===== src/rtl/blowfish_feistel_core.sv =====
// -----------------------------------------------------------------------------
// blowfish_feistel_core
//   Blowfish Feistel engine for the bcrypt datapath. Encrypts or decrypts one
//   64-bit block (L,R) over ROUNDS rounds. P-array and S-boxes live in an
//   external SRAM with two read ports (A,B) of 1-cycle latency: an address
//   driven during a cycle returns its data during the following cycle.
//
// Ports
//   clk, reset              clock, asynchronous active-high reset
//   in_valid / in_ready     block request handshake (in_ready only in IDLE)
//   decrypt, L_in, R_in     mode and input halves, sampled at accept
//   out_valid / out_ready   result handshake; result held until consumed
//   resultL, resultR        result halves
//   addr_a/b, cs_a_l/b_l    SRAM read address and active-low chip select
//   we_a_l/b_l, oe_a_l/b_l  SRAM write/output enables (read-only use)
//   data_out_a/b            SRAM read data
// -----------------------------------------------------------------------------
module blowfish_feistel_core #(
  parameter int ROUNDS = 16,
  parameter int ADDR_W = 12,
  parameter int S_BASE = 0,
  parameter int P_BASE = 1024
) (
  input  logic              clk,
  input  logic              reset,
  input  logic              in_valid,
  output logic              in_ready,
  input  logic              decrypt,
  input  logic [31:0]       L_in,
  input  logic [31:0]       R_in,
  output logic              out_valid,
  input  logic              out_ready,
  output logic [31:0]       resultL,
  output logic [31:0]       resultR,
  output logic [ADDR_W-1:0] addr_a,
  output logic [ADDR_W-1:0] addr_b,
  output logic              cs_a_l,
  output logic              cs_b_l,
  output logic              we_a_l,
  output logic              we_b_l,
  output logic              oe_a_l,
  output logic              oe_b_l,
  input  logic [31:0]       data_out_a,
  input  logic [31:0]       data_out_b
);

  localparam int RW = $clog2(ROUNDS + 2);
  localparam logic [ADDR_W-1:0] S_BASE_A = ADDR_W'(S_BASE);
  localparam logic [ADDR_W-1:0] P_BASE_A = ADDR_W'(P_BASE);
  localparam logic [RW-1:0]     LAST_R   = RW'(ROUNDS - 1);

  typedef enum logic [2:0] {
    S_IDLE, S_XP, S_SA, S_SB, S_MX, S_FIN, S_OUT
  } state_t;

  state_t      state_q, state_d;
  logic [31:0] l_q, r_q, f_q;
  logic [31:0] res_l_q, res_r_q;
  logic [RW-1:0] round_q;
  logic        dec_q;

  logic              issue_a, issue_b;
  logic [ADDR_W-1:0] a_addr, b_addr;

  // P-array word address for round index r, reversed order when decrypting.
  function automatic logic [ADDR_W-1:0] p_addr(input logic [RW-1:0] r, input logic dec);
    logic [RW-1:0] idx;
    idx = dec ? (RW'(ROUNDS + 1) - r) : r;
    return P_BASE_A + ADDR_W'(idx);
  endfunction

  // S-box k entry b lives at S_BASE + 256*k + b.
  function automatic logic [ADDR_W-1:0] s_addr(input logic [1:0] k, input logic [7:0] b);
    return S_BASE_A + ADDR_W'({k, b});
  endfunction

  // Addresses are issued combinationally in the cycle before their data is
  // consumed; the accept cycle itself issues the first P read.
  always_comb begin
    state_d  = state_q;
    issue_a  = 1'b0;
    issue_b  = 1'b0;
    a_addr   = '0;
    b_addr   = '0;
    in_ready = (state_q == S_IDLE) && !reset;
    case (state_q)
      S_IDLE: begin
        if (in_valid && in_ready) begin
          state_d = S_XP;
          issue_a = 1'b1;
          a_addr  = p_addr('0, decrypt);
        end
      end
      S_XP: state_d = S_SA;
      S_SA: begin
        state_d = S_SB;
        issue_a = 1'b1;
        issue_b = 1'b1;
        a_addr  = s_addr(2'd0, l_q[31:24]);
        b_addr  = s_addr(2'd1, l_q[23:16]);
      end
      S_SB: begin
        state_d = S_MX;
        issue_a = 1'b1;
        issue_b = 1'b1;
        a_addr  = s_addr(2'd2, l_q[15:8]);
        b_addr  = s_addr(2'd3, l_q[7:0]);
      end
      S_MX: begin
        issue_a = 1'b1;
        if (round_q == LAST_R) begin
          state_d = S_FIN;
          issue_b = 1'b1;
          a_addr  = p_addr(RW'(ROUNDS), dec_q);
          b_addr  = p_addr(RW'(ROUNDS + 1), dec_q);
        end else begin
          state_d = S_XP;
          a_addr  = p_addr(round_q + RW'(1), dec_q);
        end
      end
      S_FIN: state_d = S_OUT;
      S_OUT: if (out_ready) state_d = S_IDLE;
      default: state_d = S_IDLE;
    endcase
  end

  always_ff @(posedge clk or posedge reset) begin
    if (reset) begin
      state_q <= S_IDLE;
      l_q     <= '0;
      r_q     <= '0;
      f_q     <= '0;
      res_l_q <= '0;
      res_r_q <= '0;
      round_q <= '0;
      dec_q   <= 1'b0;
    end else begin
      state_q <= state_d;
      case (state_q)
        S_IDLE: begin
          if (in_valid && in_ready) begin
            l_q     <= L_in;
            r_q     <= R_in;
            dec_q   <= decrypt;
            round_q <= '0;
          end
        end
        S_XP: l_q <= l_q ^ data_out_a;
        S_SB: f_q <= data_out_a + data_out_b;
        S_MX: begin
          l_q <= r_q ^ ((f_q ^ data_out_a) + data_out_b);
          r_q <= l_q;
          if (round_q != LAST_R) round_q <= round_q + RW'(1);
        end
        // Final swap is undone here: L pairs with the last P word, R with the one before.
        S_FIN: begin
          res_l_q <= r_q ^ data_out_b;
          res_r_q <= l_q ^ data_out_a;
        end
        default: ;
      endcase
    end
  end

  assign out_valid = (state_q == S_OUT);
  assign resultL   = res_l_q;
  assign resultR   = res_r_q;
  assign addr_a    = a_addr;
  assign addr_b    = b_addr;
  assign cs_a_l    = ~issue_a;
  assign cs_b_l    = ~issue_b;
  assign we_a_l    = 1'b1;
  assign we_b_l    = 1'b1;
  assign oe_a_l    = 1'b0;
  assign oe_b_l    = 1'b0;

endmodule

===== config.mk =====
export PLATFORM = sky130hd
export DESIGN_NAME = blowfish_feistel_core
export DESIGN_NICKNAME = d
export VERILOG_FILES = /design/src/rtl/blowfish_feistel_core.sv
export SDC_FILE = /design/constraint.sdc
export NUM_CORES = 1
export LEC_CHECK = 0
export BUFFER_PORTS_ARGS = -buffer_cell sky130_fd_sc_hd__buf_2
export CAP_MARGIN = 5
export CORE_MARGIN = 4
export CORE_UTILIZATION = 30
export CTS_CLUSTER_SIZE = 24
export DETAILED_ROUTE_END_ITERATION = 7
export PLACE_DENSITY = 0.56
export SLEW_MARGIN = 20
export SYNTH_ARGS = -nofsm -noshare
export SYNTH_HDL_FRONTEND = slang
export SYNTH_SLANG_ARGS = --single-unit

===== constraint.sdc =====
create_clock -name clk -period 6.8 [get_ports clk]
set_clock_uncertainty 0.1 [all_clocks]
set_input_delay 1.02 -clock clk [delete_from_list [all_inputs] [get_ports clk]]
set_output_delay 1.02 -clock clk [all_outputs]
set_load 0.01 [all_outputs]

Word-level counts from Yosys, hierarchy flattened:

Cells that the tools add are included.

* equal/unequal tests: 11
* $add $sub $neg: 8
* reduce and logical (&&, ||, !) cells: 13
* bitwise operators: 6
* muxes and demuxes: 24

Operator list (number)
* 32-bit XOR: 4
* 32-bit one-hot mux with 3 select lines: 1
* 32-bit adder: 2
* 32-bit two-way mux: 2
* 32-bit one-hot mux with 2 select lines: 1
* 11-bit by 5-bit adder with 12-bit output (first input constant): 4
* 12-bit one-hot mux with 4 select lines: 1
* 12-bit two-way mux: 3
* 12-bit one-hot mux with 3 select lines: 1
* 5-bit two-way mux: 6
* 3-bit one-hot mux with 7 select lines: 1
* 5-bit one-hot mux with 2 select lines: 1
* 3-bit == test (second input constant): 3
* 3-bit two-way mux: 3
* 2-bit AND reduction: 4
* 3-bit by 2-bit == test with 1-bit output (second input constant): 2
* 5-bit by 1-bit adder with 5-bit output (second input constant): 1
* 5-bit by 4-bit == test with 1-bit output (second input constant): 1
* 5-bit by 4-bit inequality test with 1-bit output (second input constant): 1
* 5-bit subtractor (first input constant): 1
* 2-bit by 1-bit inequality test with 1-bit output (second input constant): 2
* 1-bit one-hot mux with 2 select lines: 2
* 3-bit by 1-bit == test with 1-bit output (second input constant): 1
* 3-bit zero test: 1
* other kinds (10): 13

* register bits: 169
* output and inout port bits: 96
* input bits: 133

Depth between registers and ports, before layout:

* depth after elaboration: 6
* mapped depth: 13
* mapped depth without buffers: 13

Worst setup path before layout:

Ideal clock, no wire load.

* kind: input-to-reg
* start point: input reset
* end point: register l_q[21]
* data required time: 6.569 ns
* cell stages on the path: 7
* path slack: 0.611 ns
* path buffers: 1
* arrival time: 5.958 ns
* cells stage by stage: inv_1 > a211oi_1 > a211o_1 > clkbuf_1 > o22ai_1 > o21ai_0 > or3_1

* word-level cells in the longest chain between the ends: 5

RTL lines
* start, declared: line 25 `input logic reset,`
* 1-bit zero test (no line)
* 1-bit logical AND: line 85 `in_ready = (state_q == S_IDLE) && !reset;`
* 1-bit logical AND: line 141 `if (in_valid && in_ready) begin`
* 2-bit by 1-bit inequality test with 1-bit output (no line)
* 2-bit AND reduction (no line)
* end signal, assigned: line 142 `l_q <= L_in;`
* end signal, assigned: line 148 `S_XP: l_q <= l_q ^ data_out_a;`
* end signal, assigned: line 151 `l_q <= r_q ^ ((f_q ^ data_out_a) + data_out_b);`
* end, declared: line 57 `logic [31:0] l_q, r_q, f_q;`

No other way between the ends.
A chain may end at the register's enable or synchronous reset.

Worst setup path in the final report:

* start point: register state_q[2]
* end point: output addr_b[9]

* word-level cells in the longest chain between the ends: 2

RTL lines
* start, declared: line 56 `state_t state_q, state_d;`
* start signal, assigned: line 138 `state_q <= state_d;`
* 3-bit == test / 3-bit by 2-bit == test with 1-bit output (equally long branches): line 86 `case (state_q)`
* 12-bit one-hot mux with 3 select lines (*): line 86
* end, declared: line 36 `output logic [ADDR_W-1:0] addr_b,`

Every way passes the cells marked *; elsewhere a longest branch is shown, timed or not.

==> metrics.yaml <==
yosys:
  synth_ff_type: "dfrtp_1"
  synth_edf_count: 0
  syn_area_sq_um: 11800
  avgSynthCellArea_sq_um: 8.46
  synthArstFlopShare_pct: 100
  ys_types: 62
  ys_warn_count: 0
  syn-instance-count: 1393
  ys_seq_elements: 169
  ys_seq_area_share_pct: 35.9
placement:
  gp_congestion: 0.883
  placed_cells_incl_taps: 2066
  placedInstanceArea_sq_um: 13300
  numPortBuffers: 221
  dp_hpwl_microns: 32400
final_layout:
  syn_to_final_growth_pct: 18.5
  final_util_pct: 36.1
  nets: 1772
  fill_cells: 4093
  layout-drive-gt1-share_pct: 18.6
  stdcell_area_sq_um: 14000
  multi_input_area_sq_um: 7170
  stdcell_count: 2100
  seqCellArea_sq_um: 4230
routing:
  drt_first_pass_iters: 5
  vias: 10800
  drtAntennaViolNets: 0
  wl_per_cell_microns: 20.2
  drcViolationCount: 0
  wirelength_microns: 42300
  via_per_inst: 5.13
  initialDrtViolationCount: 796
grt:
  gr-total-overflow: 0
  track_usage_pct: 19.7
  grt_max_degree: 109
  grt_pass1_wl_microns: 63300
  grt_pass1_vias: 10500
  antenna_found_initial: 5
sta:
  timing.final.crit_share_pct: 63.5
  setup_viol: 0
  rsz0062_at_grt: "no"
  worst_slew_pin_slew_ps: 984
  timing.fmax_ghz: 0.232
  setup_tns_ps: 0
  hold_violations: 0
  slew_headroom_pct: 34.4
  slew_viol_final: 0
  period_needed_ps: 4320
hold_path:
  min_path_type: "register to register"
cts:
  holdBufCountCts: 0
  cts_tree: "built"
  clk_pin_slew_ps: 70
  post_cts_buffers: 0
  numClockSinks: 169
  clock_latency_ps: 450
  clk_path_buf_depth: 2
  htree_levels: 4
  ctsResizeCount: 0
  cts_buffers: 17
  cts_root_buffer: "clkbuf_16"
critical_path:
  cpPeakStageDelay_ps: 710
  required_ps: 5680
  crit_path_top_delay_cell: "dfrtp_1"
  crit_arrival_ps: 3200
  crit_top_cell: "inv_1"
  path_buf_inv: 4
  crit_family: "simple AND/OR/NAND/NOR gates"
  path_class: "register to output port"
  crit_fanout: 37
  cp-end-kind: "output port"
  startpoint_type: "register"
  worstPathCellList: "nand2b_1, inv_1, nand2_2, buf_4, inv_1, buf_2"
power_and_ir_drop:
  power_density_nw_per_um2: 497
  power_leakage_nw: 6.52
  ir_drop_uv: 150
run_status:
  status: "completed"
floorplan:
  start_util_pct: 30.4
  die_area_sq_um: 42500
  die_h_microns: 206
  die_w_microns: 206
  core-area_sq_um: 38700
  io_pins: 229
  num_rows: 72
job:
  maxCapViolCount: 0
metal layers:
layer	vias to the layer above	wire, microns	share of wire (%)	global-route usage [%]
met5	-	50	0.12	0
met4	6	926	2.2	5.44
met3	54	2480	5.8	3.88
met2	337	19300	46	31.3
met1	5153	19600	46	27.3
li1	5219	-	-	-
state kept, by name, summed over array words and instances (netlist names):
register  flops
f_q          32
l_q          32
r_q          32
resultL      32
resultR      32
round_q       5
state_q       3
dec_q         1
cell families after synthesis:
kind of cell               count (synthesis)  share of synthesized area [%]
and+or+nand+nor                          427                           15.2
AOI/OAI and AO/OA                        414                           21.8
xor gates and xnor gates                 191                           14.2
DFF                                      169                           35.9
buffers and inverters                    101                           3.62
adders and majority gates                 72                           7.77
muxes                                     17                           1.46
other                                      2                         0.0637
cell usage in the layout (no fill, tap or decap), types with 5 or more instances in the layout:
cell type,instances
a211oi_1,13
a21o_1,34
a21oi_1,73
a221oi_1,15
a31oi_1,53
and2_1,5
and3_1,7
buf_2,221
buf_4,13
clkbuf_16,17
conb_1,7
dfrtp_1,169
ha_1,70
inv_1,16
mux2i_1,15
nand2_1,218
nand2b_1,8
nand3_1,11
nand4_1,9
nor2_1,128
nor2b_1,9
nor3_1,7
o211ai_1,8
o21ai_0,148
o21bai_1,6
o22ai_1,22
o31ai_1,5
xnor2_1,128
xor2_1,63
power by group:
part | switching (mW) | leakage [nW] | internal (mW)
Combinational | 2.20 | 4.18 | 1.58
Sequential | 0.564 | 2.03 | 1.52
Clock | 0.462 | 0.308 | 0.624
Total | 3.23 | 6.52 | 3.72
synthesized netlist by cell type (5+ instances only):
master	n	area, sq um
nand3_1	11	55.1
and2_1	5	31.3
a21oi_1	73	365
nor3_1	7	35.0
o211ai_1	8	60.1
inv_1	17	63.8
and3_1	7	43.8
nor2b_1	9	56.3
a211o_1	5	43.8
o31ai_1	5	37.5
clkbuf_1	71	267
mux2i_1	15	150
nand4_1	9	56.3
a211oi_1	13	97.6
a21o_1	34	255
xor2_1	63	552
nand2_1	221	830
o21ai_0	148	741
buf_4	8	60.1
dfrtp_1	169	4230
nor2_1	130	488
xnor2_1	128	1120
a31oi_1	53	332
o22ai_1	22	138
a221oi_1	15	131
nand2b_1	8	50.1
ha_1	70	876
o21bai_1	6	45.0
tightest hold or removal path, cell delays in order, from the launching register on:
cell,delay (ps)
dfrtp_1,340
nand2_1,40
o21ai_0,60
final timing paths:
| check | slack [ps] | cells after the start | end | from |
|---|---|---|---|---|
| worst max-delay path | 2480 | 6 | addr_b[9] | state_q[2] |
| worst min-delay path | 380 | 2 | resultL[10] | resultL[10] |
| worst max register to register | 3300 | 11 | l_q[31] | f_q[1] |
| worst min register to register | 380 | 2 | resultL[10] | resultL[10] |
| max in group asynchronous | 4740 | 3 | f_q[23] | reset |
| min in group asynchronous | 550 | 2 | l_q[4] | reset |
through the flow:
| step | total power [mW] | worst slack, ps | hold WS (ps) |
|---|---|---|---|
| floorplan | 4.58 | 611 | 350 |
| global placement | 5.82 | 2630 | 357 |
| detailed placement | 5.87 | 2620 | 367 |
| CTS | 6.99 | 2480 | 382 |
| global route | 7.50 | 2220 | 399 |
| finish | 6.94 | 2480 | 375 |
area by class of cell:
cell class / instances / share of cell area, %
Multi-Input combinational cell: 1128 / 51.3
Sequential cell: 169 / 30.3
Timing Repair Buffer: 234 / 8.62
Tap cell: 518 / 4.64
Clock buffer: 21 / 3.44
Clock inverter: 11 / 1.15
Inverter: 17 / 0.493
Antenna cell: 2 / 0.0358
Note: power is estimated with default switching activity, not from simulation.
